`src/rtl/knn_train_loader.sv`:
```
// knn_train_loader: buffers labelled training samples in a small FIFO and
// writes them in order into the k-NN classifier's training memory, stalling
// whenever the classifier is reading that memory.
module knn_train_loader #(
    parameter int DEPTH      = 16,
    parameter int FEAT_W     = 7,
    parameter int LBL_W      = 2,
    parameter int FIFO_DEPTH = 4
) (
    input  logic                     clk,
    input  logic                     rst,
    input  logic                     clear,
    input  logic                     s_valid,
    output logic                     s_ready,
    input  logic [FEAT_W-1:0]        s_feature,
    input  logic [LBL_W-1:0]         s_label,
    input  logic                     s_last,
    input  logic                     mem_busy,
    output logic                     mem_we,
    output logic [$clog2(DEPTH)-1:0] mem_addr,
    output logic [LBL_W+FEAT_W-1:0]  mem_wdata,
    output logic [$clog2(DEPTH):0]   count,
    output logic                     loaded,
    output logic                     overflow
);

    localparam int AW = $clog2(DEPTH);
    localparam int CW = AW + 1;
    localparam int DW = LBL_W + FEAT_W;
    localparam int EW = DW + 1;
    localparam int PW = (FIFO_DEPTH > 1) ? $clog2(FIFO_DEPTH) : 1;
    localparam int LW = $clog2(FIFO_DEPTH + 1);

    localparam logic [CW-1:0] DEPTH_CNT     = CW'(DEPTH);
    localparam logic [LW-1:0] FIFO_FULL_LVL = LW'(FIFO_DEPTH);
    localparam logic [PW-1:0] LAST_PTR      = PW'(FIFO_DEPTH - 1);

    localparam logic [1:0] IDLE = 2'd0;
    localparam logic [1:0] LOAD = 2'd1;
    localparam logic [1:0] DONE = 2'd2;

    logic [1:0]    state_q, state_d;
    logic [PW-1:0] wrPtr_q, wrPtr_d;
    logic [PW-1:0] rdPtr_q, rdPtr_d;
    logic [LW-1:0] fifoLevel_q, fifoLevel_d;
    logic [EW-1:0] fifoMem_q [FIFO_DEPTH];

    logic          memWe_q;
    logic [AW-1:0] memAddr_q;
    logic [DW-1:0] memWdata_q;
    logic [CW-1:0] count_q;
    logic          loaded_q;
    logic          overflow_q;

    logic          fifoFull;
    logic          fifoEmpty;
    logic          push;
    logic          pop;
    logic [EW-1:0] headEntry;
    logic          headLast;
    logic [CW-1:0] countInc;
    logic          finish;
    logic          discard;

    function automatic logic [PW-1:0] nextPtr(input logic [PW-1:0] p);
        return (p == LAST_PTR) ? '0 : p + PW'(1);
    endfunction

    assign fifoFull  = (fifoLevel_q == FIFO_FULL_LVL);
    assign fifoEmpty = (fifoLevel_q == '0);

    // Ready is held low while reset is asserted so nothing is offered a handshake mid-reset.
    assign s_ready = !rst && (state_q != DONE) && !fifoFull;

    assign push      = s_valid && s_ready && !clear;
    assign pop       = !fifoEmpty && !mem_busy && (state_q != DONE) && !clear;
    assign headEntry = fifoMem_q[rdPtr_q];
    assign headLast  = headEntry[EW-1];
    assign countInc  = count_q + CW'(1);

    // The load completes on the write of a last-tagged entry or of the entry that fills memory.
    assign finish  = pop && (headLast || (countInc == DEPTH_CNT));
    // Filling memory on a non-last entry while more samples are queued means those samples are lost.
    assign discard = finish && !headLast && ((fifoLevel_q > LW'(1)) || push);

    // Next-state for the FSM and the FIFO bookkeeping; completing the load flushes the FIFO.
    always_comb begin
        state_d     = state_q;
        wrPtr_d     = wrPtr_q;
        rdPtr_d     = rdPtr_q;
        fifoLevel_d = fifoLevel_q;
        if (finish) begin
            state_d     = DONE;
            wrPtr_d     = '0;
            rdPtr_d     = '0;
            fifoLevel_d = '0;
        end else begin
            if (state_q == IDLE && push) begin
                state_d = LOAD;
            end
            if (push) begin
                wrPtr_d = nextPtr(wrPtr_q);
            end
            if (pop) begin
                rdPtr_d = nextPtr(rdPtr_q);
            end
            if (push && !pop) begin
                fifoLevel_d = fifoLevel_q + LW'(1);
            end else if (pop && !push) begin
                fifoLevel_d = fifoLevel_q - LW'(1);
            end
        end
    end

    // FIFO storage needs no reset; the level and pointers decide what is valid.
    always_ff @(posedge clk) begin
        if (push) begin
            fifoMem_q[wrPtr_q] <= {s_last, s_label, s_feature};
        end
    end

    // Control registers and the registered memory write port; clear overrides everything else.
    always_ff @(posedge clk or posedge rst) begin
        if (rst) begin
            state_q     <= IDLE;
            wrPtr_q     <= '0;
            rdPtr_q     <= '0;
            fifoLevel_q <= '0;
            memWe_q     <= 1'b0;
            memAddr_q   <= '0;
            memWdata_q  <= '0;
            count_q     <= '0;
            loaded_q    <= 1'b0;
            overflow_q  <= 1'b0;
        end else if (clear) begin
            state_q     <= IDLE;
            wrPtr_q     <= '0;
            rdPtr_q     <= '0;
            fifoLevel_q <= '0;
            memWe_q     <= 1'b0;
            count_q     <= '0;
            loaded_q    <= 1'b0;
            overflow_q  <= 1'b0;
        end else begin
            state_q     <= state_d;
            wrPtr_q     <= wrPtr_d;
            rdPtr_q     <= rdPtr_d;
            fifoLevel_q <= fifoLevel_d;
            memWe_q     <= pop;
            if (pop) begin
                memAddr_q  <= count_q[AW-1:0];
                memWdata_q <= headEntry[DW-1:0];
                count_q    <= countInc;
            end
            loaded_q   <= (state_q == DONE);
            overflow_q <= overflow_q | discard;
        end
    end

    assign mem_we    = memWe_q;
    assign mem_addr  = memAddr_q;
    assign mem_wdata = memWdata_q;
    assign count     = count_q;
    assign loaded    = loaded_q;
    assign overflow  = overflow_q;

endmodule

```
`config.mk`:
```
export PLATFORM = sky130hd
export DESIGN_NAME = knn_train_loader
export DESIGN_NICKNAME = d
export VERILOG_FILES = /design/src/rtl/knn_train_loader.sv
export SDC_FILE = /design/constraint.sdc
export NUM_CORES = 1
export LEC_CHECK = 0
export CAP_MARGIN = 20
export CORE_UTILIZATION = 56
export DETAILED_ROUTE_END_ITERATION = 8
export PLACE_DENSITY = 0.83
export SETUP_SLACK_MARGIN = 0.1
export SLEW_MARGIN = 20
export SYNTH_ARGS = -nofsm -noshare
export SYNTH_HDL_FRONTEND = slang
export SYNTH_SLANG_ARGS = --single-unit
```
`constraint.sdc`:
```
create_clock -name clk -period 5.4 [get_ports clk]
set_input_delay 0.54 -clock clk [delete_from_list [all_inputs] [get_ports clk]]
set_output_delay 0.54 -clock clk [all_outputs]
set_load 0.005 [all_outputs]
```
==> summary.md <==
| Metric | Value |
|---|---|
| Clk sinks | 70 |
| Clk_lat worst skew | 350 ps |
| CP max-delay cell | clkdlybuf4s50_1 |
| Unrepaired setup endpoints after global routing | false |
| Setup Crit Path Kind | in2reg |
| Die Wd | 75.0 um |
| Minimum clock period | 2600 ps |
| CP Depth | 8 |
| Xor and xnor fraction of the mapped netlist area | 0.0147 |
| Synth Area in Adders | 0.0419 |
| CTS tree | yes |
| Top cell type's share of synthesized area | 0.402 |
| Pre-CTS WS | 2500 ps |
| Syn avg cell area | 16.6 sq um |
| Post-synthesis mux area share | 0.142 |
| Largest net degree at the start of global routing | 31 |
| Worst path required time | 5650 ps |
| Vias in the first global route | 1617 |
| CP delay by family, top | buffers and inverters |
| VDD IR-drop max | 276 uV |
| Drc violations | 0 |
| CP cell instances | clkdlybuf4s50_1 -> inv_1 -> and4_1 -> ha_1 -> mux2i_1 -> nor2_1 -> xnor2_1 -> a211oi_1 |
| Slew headroom | 0.510 |
| H-tree Lvls | 3 |
| Status | finished clean |
| R2R setup slack | 3090 ps |
| Post-CTS Setup Bufs | 0 |
| Fin Setup TNS | 0 ps |
| 1st-pass router iterations | 4 |
| Root Driver | clkbuf_8 |
| Final worst setup slack | 2800 ps |
| Hold_buf cts | 0 |
| Worst Setup EP | fifoLevel_q[2] |
| Asr flop ratio synth | 0.429 |
| Initial antenna violation count | 0 |
| Number of top-level pins | 37 |
| Post-synthesis cell area | 2990 sq um |
| Clk slew on worst S/H paths | 70 ps |
| Num rows | 26 |
| Leak pwr | 1.36 nW |
| Period utilization | 0.481 |
| Syn Inst Count | 180 |
| Synth cell types | 38 |
| Post-synthesis simple-gate area fraction | 0.0716 |
| Vias after detailed routing | 1637 |
| Power density cells | 398 nW/um^2 |
| Worst-case reg-to-reg path depth | 9 |
| EDFF count, synth | 40 |
| DRT antenna net count | 0 |
| Port bufs | 36 |
| Clk_skew | 9.91 ps |
| CP Buf/Inv Count | 2 |
| Global-route wire length before repair | 7.89 mm |
| Post-CTS resize count | 0 |
| CP Launch Point | clear |
| P&R area growth vs syn | 20.8% |
| Nets@finish | 246 |
| Drt first-iter violations | 66 |
| Yosys reg bits | 70 |
| Worst Path Max Fanout | 18 |
| Die area | 5630 sq um |
| Number of diodes | 0 |
| Crit path DAT | 2840 ps |
| Vias per cell | 5.53 |
| Initial Utilization | 0.585 |
| Leading register cell type out of synthesis | edfxtp_1 |
| Worst setup EP type | register |
| Syn Nets | 205 |
| Largest family of logic cells by synthesized area | multiplexers |
| # Max-Cap Violations | 0 |
| Most common cell after layout, fill and taps aside | edfxtp_1 |
| Tightest Hold Check Type | reg2reg |
| Worst r2r src | fifoLevel_q[0] |
| Routed length per instance | 16.7 um |
| Grt ovf | 0 |
| Register area share after synthesis | 0.654 |
| Final Setup Violations | 0 |
| CP peak stage delay | 750 ps |
| Total Wirelength | 4.95 mm |
| Core area | 5110 sq um |
| Worst slew pin tran | 735 ps |
| Chip Height | 75.0 um |
| CTS Buf Count | 9 |
| Warnings from Yosys | 0 |
| Synth area leaders | edfxtp_1, dfrtp_1, mux4_2, ha_1, mux2_2 |
| Final non-filler cell total | 296 |
| Max Slew Vio Count | 0 |
| F_max | 0.385 GHz |
| DP Cell Count | 280 |
| GRT Resource Usage Total | 0.207 |
| Kind of start point of the critical path | input port |
| Final Hold Fails | 0 |
| R2R Path End | fifoLevel_q[2] |
| Most frequent cells in the layout | edfxtp_1, clkdlybuf4s50_1, dfrtp_1, clkbuf_8 |
| Largest area contributor in the netlist | edfxtp_1 |
| Gpl congestion | 0.783 |
| Share of layout cells above drive strength 1 | 0.195 |
| Bufs on Longest Clock Path | 2 |
| Detail Placement HPWL | 3.37 mm |
| Compound-cell area share of the yosys netlist | 0.0452 |
metrics by stage:
stage / total power [mW] / instance area [sq um] / hold slack, ps / utilization
floorplan: 0.873 / 2990 / 483 / -
global placement: 1.00 / 3390 / 469 / 0.663
detailed placement: 1.01 / 3390 / 478 / 0.663
CTS: 1.45 / 3610 / 495 / 0.706
global route: 1.51 / 3610 / 519 / 0.706
finish: 1.43 / 3610 / 490 / 0.706
synthesized netlist by cell type (all sizes together), types with 2 or more instances:
library cell  number
ha                10
buf                5
mux4              10
mux2i              3
mux2              15
nand3              3
o32ai              2
nand2              4
nor2              10
nor2b              4
dfrtp             30
xor2               2
a21oi              4
nor3               3
a211oi             5
nand4              2
clkbuf             2
and2               5
inv                8
xnor2              3
a22o               2
edfxtp            40
worst min-delay path by stage:
stage / from / slack [ps] / end / cells after the start
floorplan: mem_addr[0] / 480 / mem_addr[0] / 1
global placement: mem_addr[0] / 470 / mem_addr[0] / 1
detailed placement: mem_wdata[8] / 480 / mem_wdata[8] / 1
CTS: mem_wdata[8] / 490 / mem_wdata[8] / 1
global route: mem_addr[3] / 520 / mem_addr[3] / 1
finish: mem_addr[2] / 490 / mem_addr[2] / 1
where the power goes:
group | internal [mW] | total [mW] | switching (mW) | leakage, nW
Sequential | 0.631 | 0.682 | 0.0514 | 0.759
Clock | 0.252 | 0.441 | 0.189 | 0.105
Combinational | 0.189 | 0.312 | 0.123 | 0.493
Total | 1.07 | 1.43 | 0.363 | 1.36
cell families after synthesis:
kind of cell / count (synthesis)
multiplexers: 28
AO/OA/AOI/OAI: 16
AND/OR/NAND/NOR: 35
adder cells (fa/ha/maj): 10
flip-flops: 70
buffers and inverters: 16
XOR/XNOR: 5
area by class of cell:
type	count	area (sq um)
Sequential cell	70	1950
Clock buffer	12	165
Timing Repair Buffer	37	368
Inverter	9	38.8
Clock inverter	4	53.8
Tap cell	70	87.6
Fill cell	346	1500
Multi-Input combinational cell	94	942
layer usage:
metal	track usage	vias up	share of wire	routed length [um]
li1	-	757	-	-
met1	0.253	820	0.43	2120
met2	0.329	48	0.50	2500
met3	0.0830	12	0.049	243
met4	0.0860	0	0.019	93
met5	0	-	0	0
worst reg2reg max path: cells and delay by family, from the launching register on:
family                   cells  cell delay, ps
AO/OA/AOI/OAI                2             520
adder cells (fa/ha/maj)      2             450
AND/OR/NAND/NOR              2             440
flip-flops                   1             390
multiplexers                 1             210
XOR/XNOR                     1             120
buffers and inverters        1              80
flip-flops by register name (all words and copies together), names as in the netlist:
| register | cells |
|---|---|
| wrPtr_q | 2 |
| overflow | 1 |
| mem_addr | 4 |
| fifoLevel_q | 3 |
| mem_wdata | 9 |
| rdPtr_q | 2 |
| fifoMem_q | 40 |
| loaded | 1 |
| mem_we | 1 |
| state_q | 2 |
| count | 5 |
No activity file was read; power rests on OpenSTA's default activity.
==> variant 1, RTL diff (same settings) <==
Change the parameter `DEPTH` from 16 to 32.
--- a/src/rtl/knn_train_loader.sv
+++ b/src/rtl/knn_train_loader.sv
@@ -3,5 +3,5 @@
 // whenever the classifier is reading that memory.
 module knn_train_loader #(
-    parameter int DEPTH      = 16,
+    parameter int DEPTH      = 32,
     parameter int FEAT_W     = 7,
     parameter int LBL_W      = 2,
Interface: changed (resized count and mem_addr); port bits go from 37 to 39. The function was not compared with the original's and may differ.
==> variant 1 against the original RTL <==
- synthesized area grew 4.4%
- routed wire length grew 2.6%
- via count grew 3.5%
- cell area grew 4.3%
- maximum frequency grew 0.90%
- hold slack gained 0.017 ns
- power grew 5.3%
- sequential cell count grew 2
- critical path depth shrank 1
- synthesized cell count grew 7.8%
- first-iteration DRC count grew 56%
- clock skew is essentially flat
- worst setup slack gained 0.023 ns
- largest power group unchanged
==> variant 1: results (changes against the original RTL) <==
status finished, final reports clean (unchanged); Global Route Usage Sum 0.199 (was 0.207); crit path DAT 2.82 ns (was 2.84 ns); ys async rst share 0.444 (was 0.429); largest net degree at the start of global routing 33 (was 31); DRT Pass-1 Iters 4 (unchanged); post-synth cell types 41 (was 38); final wirelength 5.08 mm (was 4.95 mm); DR vias 1,694 (was 1,637); Port Buffers 38 (was 36); Syn Inst Count 194 (was 180); layout cells sized above 1 0.207 (was 0.195); met3 routed wirelength 218 um (was 243 um); top area cells in the synthesized netlist edfxtp_1 39%, dfrtp_1 26%, mux4_2 7.2%, mux2_2 5.1%, ha_1 4.4% (was edfxtp_1 40%, dfrtp_1 25%, mux4_2 7.5%, ha_1 4.2%, mux2_2 3.8%); Worst-Skew Late Latency 0.34 ns; dpl ws 2.48 ns (was 2.50 ns); met3 capacity usage during global routing 0.0647 (was 0.0830); Sw Pwr 0.392 mW (was 0.363 mW); peak supply drop 0.298 mV (was 0.276 mV); Final Non-Filler Cells 312 (was 296); Post-CTS Resized 0 (unchanged); placed cells 296 (was 280); register area share after synthesis 0.642 (was 0.654); met2 usage 0.332 (was 0.329); number of flip-flops in the largest register 40 (unchanged); Post-synth top cells 40 x edfxtp_1, 32 x dfrtp_1, 14 x mux2_2 (was 40 x edfxtp_1, 30 x dfrtp_1); final net count 263 (was 246); Final GP Congestion 0.759 (was 0.783); Crit path max-delay family buffers and inverters (unchanged); Maximum Capacitance Violations 0 (unchanged); DP Area 3550 um^2 (was 3390 um^2); filler instances 354 (was 346); Slew HR 0.498 (was 0.510); Synthesized Nets 220 (was 205); Initial DRC Count 103 (was 66); met1 Resource Use GR 0.238 (was 0.253); Met2 Wirelength 2.56 mm (was 2.50 mm); Clock Skews 0.0101 ns (was 0.00991 ns); met1 wire length 2.22 mm (was 2.12 mm); vias in the first global route 1,740 (was 1,617); Multi-input gate area 1030 um^2 (was 942 um^2); P_leak 1.39 nW (was 1.36 nW); first-pass GRT wire length 8.47 mm (was 7.89 mm); DP HPWL 3.45 mm (was 3.37 mm)
-- variant 1: changes by cell type after synthesis, moves of 2 or more --
| cell | unedited run | this run |
|---|---|---|
| nor4_1 | 0 | 2 |
| mux2_1 | 5 | 0 |
| nand2_1 | 3 | 1 |
| buf_6 | 0 | 2 |
| buf_8 | 2 | 0 |
| dfrtp_1 | 30 | 32 |
| o32ai_2 | 0 | 2 |
| and2_1 | 5 | 7 |
| or3_1 | 0 | 2 |
| mux2_2 | 10 | 14 |
| o21ai_0 | 0 | 2 |
| xnor2_1 | 3 | 5 |
-- variant 1: final timing paths --
kind | endpoint | startpoint | slack [ns]
setup / recovery | fifoLevel_q[2] | clear | 2.82
hold / removal | mem_addr[2] | mem_addr[2] | 0.51
setup reg to reg | fifoLevel_q[2] | fifoLevel_q[0] | 2.90
min in group asynchronous | loaded | rst | 0.64
hold reg to reg | mem_addr[2] | mem_addr[2] | 0.51
max in group asynchronous | mem_wdata[2] | rst | 4.45
-- variant 1: kinds of logic after synthesis --
family | synth area share
compound gates | 0.0478
xor+xnor | 0.0225
fa+ha+maj | 0.0441
buf+inv | 0.0269
flops | 0.642
mux | 0.136
simple gates | 0.0811
-- variant 1: cell type report --
class | count | share of cell area
clock buffers | 11 | 0.0349
clock inverters | 5 | 0.0216
inverters | 10 | 0.0106
multi-input cells | 105 | 0.274
flip-flops and latches | 72 | 0.532
well taps | 70 | 0.0233
repair buffers | 39 | 0.103
-- variant 1: power by group through the flow --
| stage | clock (mW) | combinational [mW] | sequential [mW] |
|---|---|---|---|
| after CTS | 0.460 | 0.362 | 0.704 |
| after detailed placement | 0 | 0.361 | 0.715 |
| after global routing | 0.481 | 0.388 | 0.714 |
| final | 0.451 | 0.357 | 0.702 |
| after floorplan | 0 | 0.223 | 0.703 |
| after global placement | 0 | 0.353 | 0.711 |
==> variant 2, RTL diff (same settings) <==
Made on the original files. Register the output `count` once more, with the module's reset; this adds one clock of latency there. The other outputs are not delayed to match.
--- a/src/rtl/knn_train_loader.sv
+++ b/src/rtl/knn_train_loader.sv
@@ -161,5 +161,11 @@
     assign mem_addr  = memAddr_q;
     assign mem_wdata = memWdata_q;
-    assign count     = count_q;
+    always_ff @(posedge clk or posedge rst) begin
+        if (rst) begin
+            count <= '0;
+        end else begin
+            count <= count_q;
+        end
+    end
     assign loaded    = loaded_q;
     assign overflow  = overflow_q;
Function: changed (a bounded check fails within 4 cycles, from zero or initial values and one cycle with rst high).
==> variant 2 against the original RTL <==
- worst setup slack got worse by 0.14 ns
- synthesized area increased by 3.2%
- sequential cell count grew 5
- sequential power grew 6.3%
- power is 3.4% higher
- via count shrank 0.55%
- critical endpoint is now s_ready
- routed wire length increased by 4.9%
- critical path type is now in2out
- largest power group unchanged
- cell area increased by 2.7%
- first-iteration DRC count increased by 23%
- sequential share of layout area up 2.0 points
==> variant 2: results (changes against the original RTL) <==
status finished, final reports clean (unchanged); clk cell area share 0.0537 (was 0.0607); drt wl/cell 17.3 um (was 16.7 um); met1 Resource Use GR 0.261 (was 0.253); met1 wire length 2.38 mm (was 2.12 mm); post-route cell area 3700 um^2 (was 3610 um^2); met3 capacity usage during global routing 0.0575 (was 0.0830); peak supply drop 0.240 mV (was 0.276 mV); hold path depth 0 (was 1); Post-synth top cells 40 x edfxtp_1, 35 x dfrtp_1, 15 x nor2_1 (was 40 x edfxtp_1, 30 x dfrtp_1); Final Non-Filler Cells 301 (was 296); Vias per Instance 5.41 (was 5.53); Worst-Margin Slew 0.751 ns (was 0.735 ns); vias in the first global route 1,717 (was 1,617); CTS Sinks 75 (was 70); fraction of the mapped netlist area in adder cells 0.0406 (was 0.0419); layout cells sized above 1 0.208 (was 0.195); Global Route Usage Sum 0.204 (was 0.207); filler instances 357 (was 346); P_leak 1.43 nW (was 1.36 nW); final net count 251 (was 246); Synth Area in Compound Gates 0.0345 (was 0.0452); fin util 0.712 (was 0.706); Logic power comb 0.325 mW (was 0.312 mW); sequential share of power 0.489 (was 0.475); DP Area 3500 um^2 (was 3390 um^2); Synth Area in XOR/XNOR 0.0199 (was 0.0147); multiplexer share of the synthesized area 0.135 (was 0.142); Initial DRC Count 81 (was 66); FF+latch area 2080 um^2 (was 1950 um^2); met2 usage 0.326 (was 0.329); DP HPWL 3.37 mm (about the same); non-clk buf share 0.0993 (was 0.102); crit path DAT 2.19 ns (was 2.84 ns); largest net degree at the start of global routing 38 (was 31); register area share after synthesis 0.674 (was 0.654); first-pass GRT wire length 8.63 mm (was 7.89 mm); Synthesized Nets 207 (was 205); Multi-input gate area 948 um^2 (was 942 um^2); placed cells 285 (was 280)
-- variant 2: cell types whose count changed in the layout (fill, tap and decap cells not counted), sizes merged, moves of 3 or more --
cell | before | now
nand2 | 4 | 7
clkbuf | 12 | 9
dfrtp | 30 | 35
nor2 | 10 | 15
a211oi | 5 | 0
xor2 | 2 | 5
nor2b | 4 | 1
-- variant 2: worst paths after layout --
kind / startpoint / end / slack (ns)
hold reg to reg: count_q[4] / count[4] / 0.46
hold / removal: count_q[4] / count[4] / 0.46
min in group asynchronous: rst / count[3] / 0.60
setup reg to reg: fifoLevel_q[1] / fifoMem_q[3][8] / 3.21
max in group asynchronous: rst / mem_wdata[3] / 4.47
setup / recovery: rst / s_ready / 2.67
-- variant 2: critical path, cell delays in order --
cell	delay, ns
clkdlybuf4s50_1	0.39
inv_1	0.05
buf_4	0.40
and3_1	0.27
clkdlybuf4s50_1	0.53
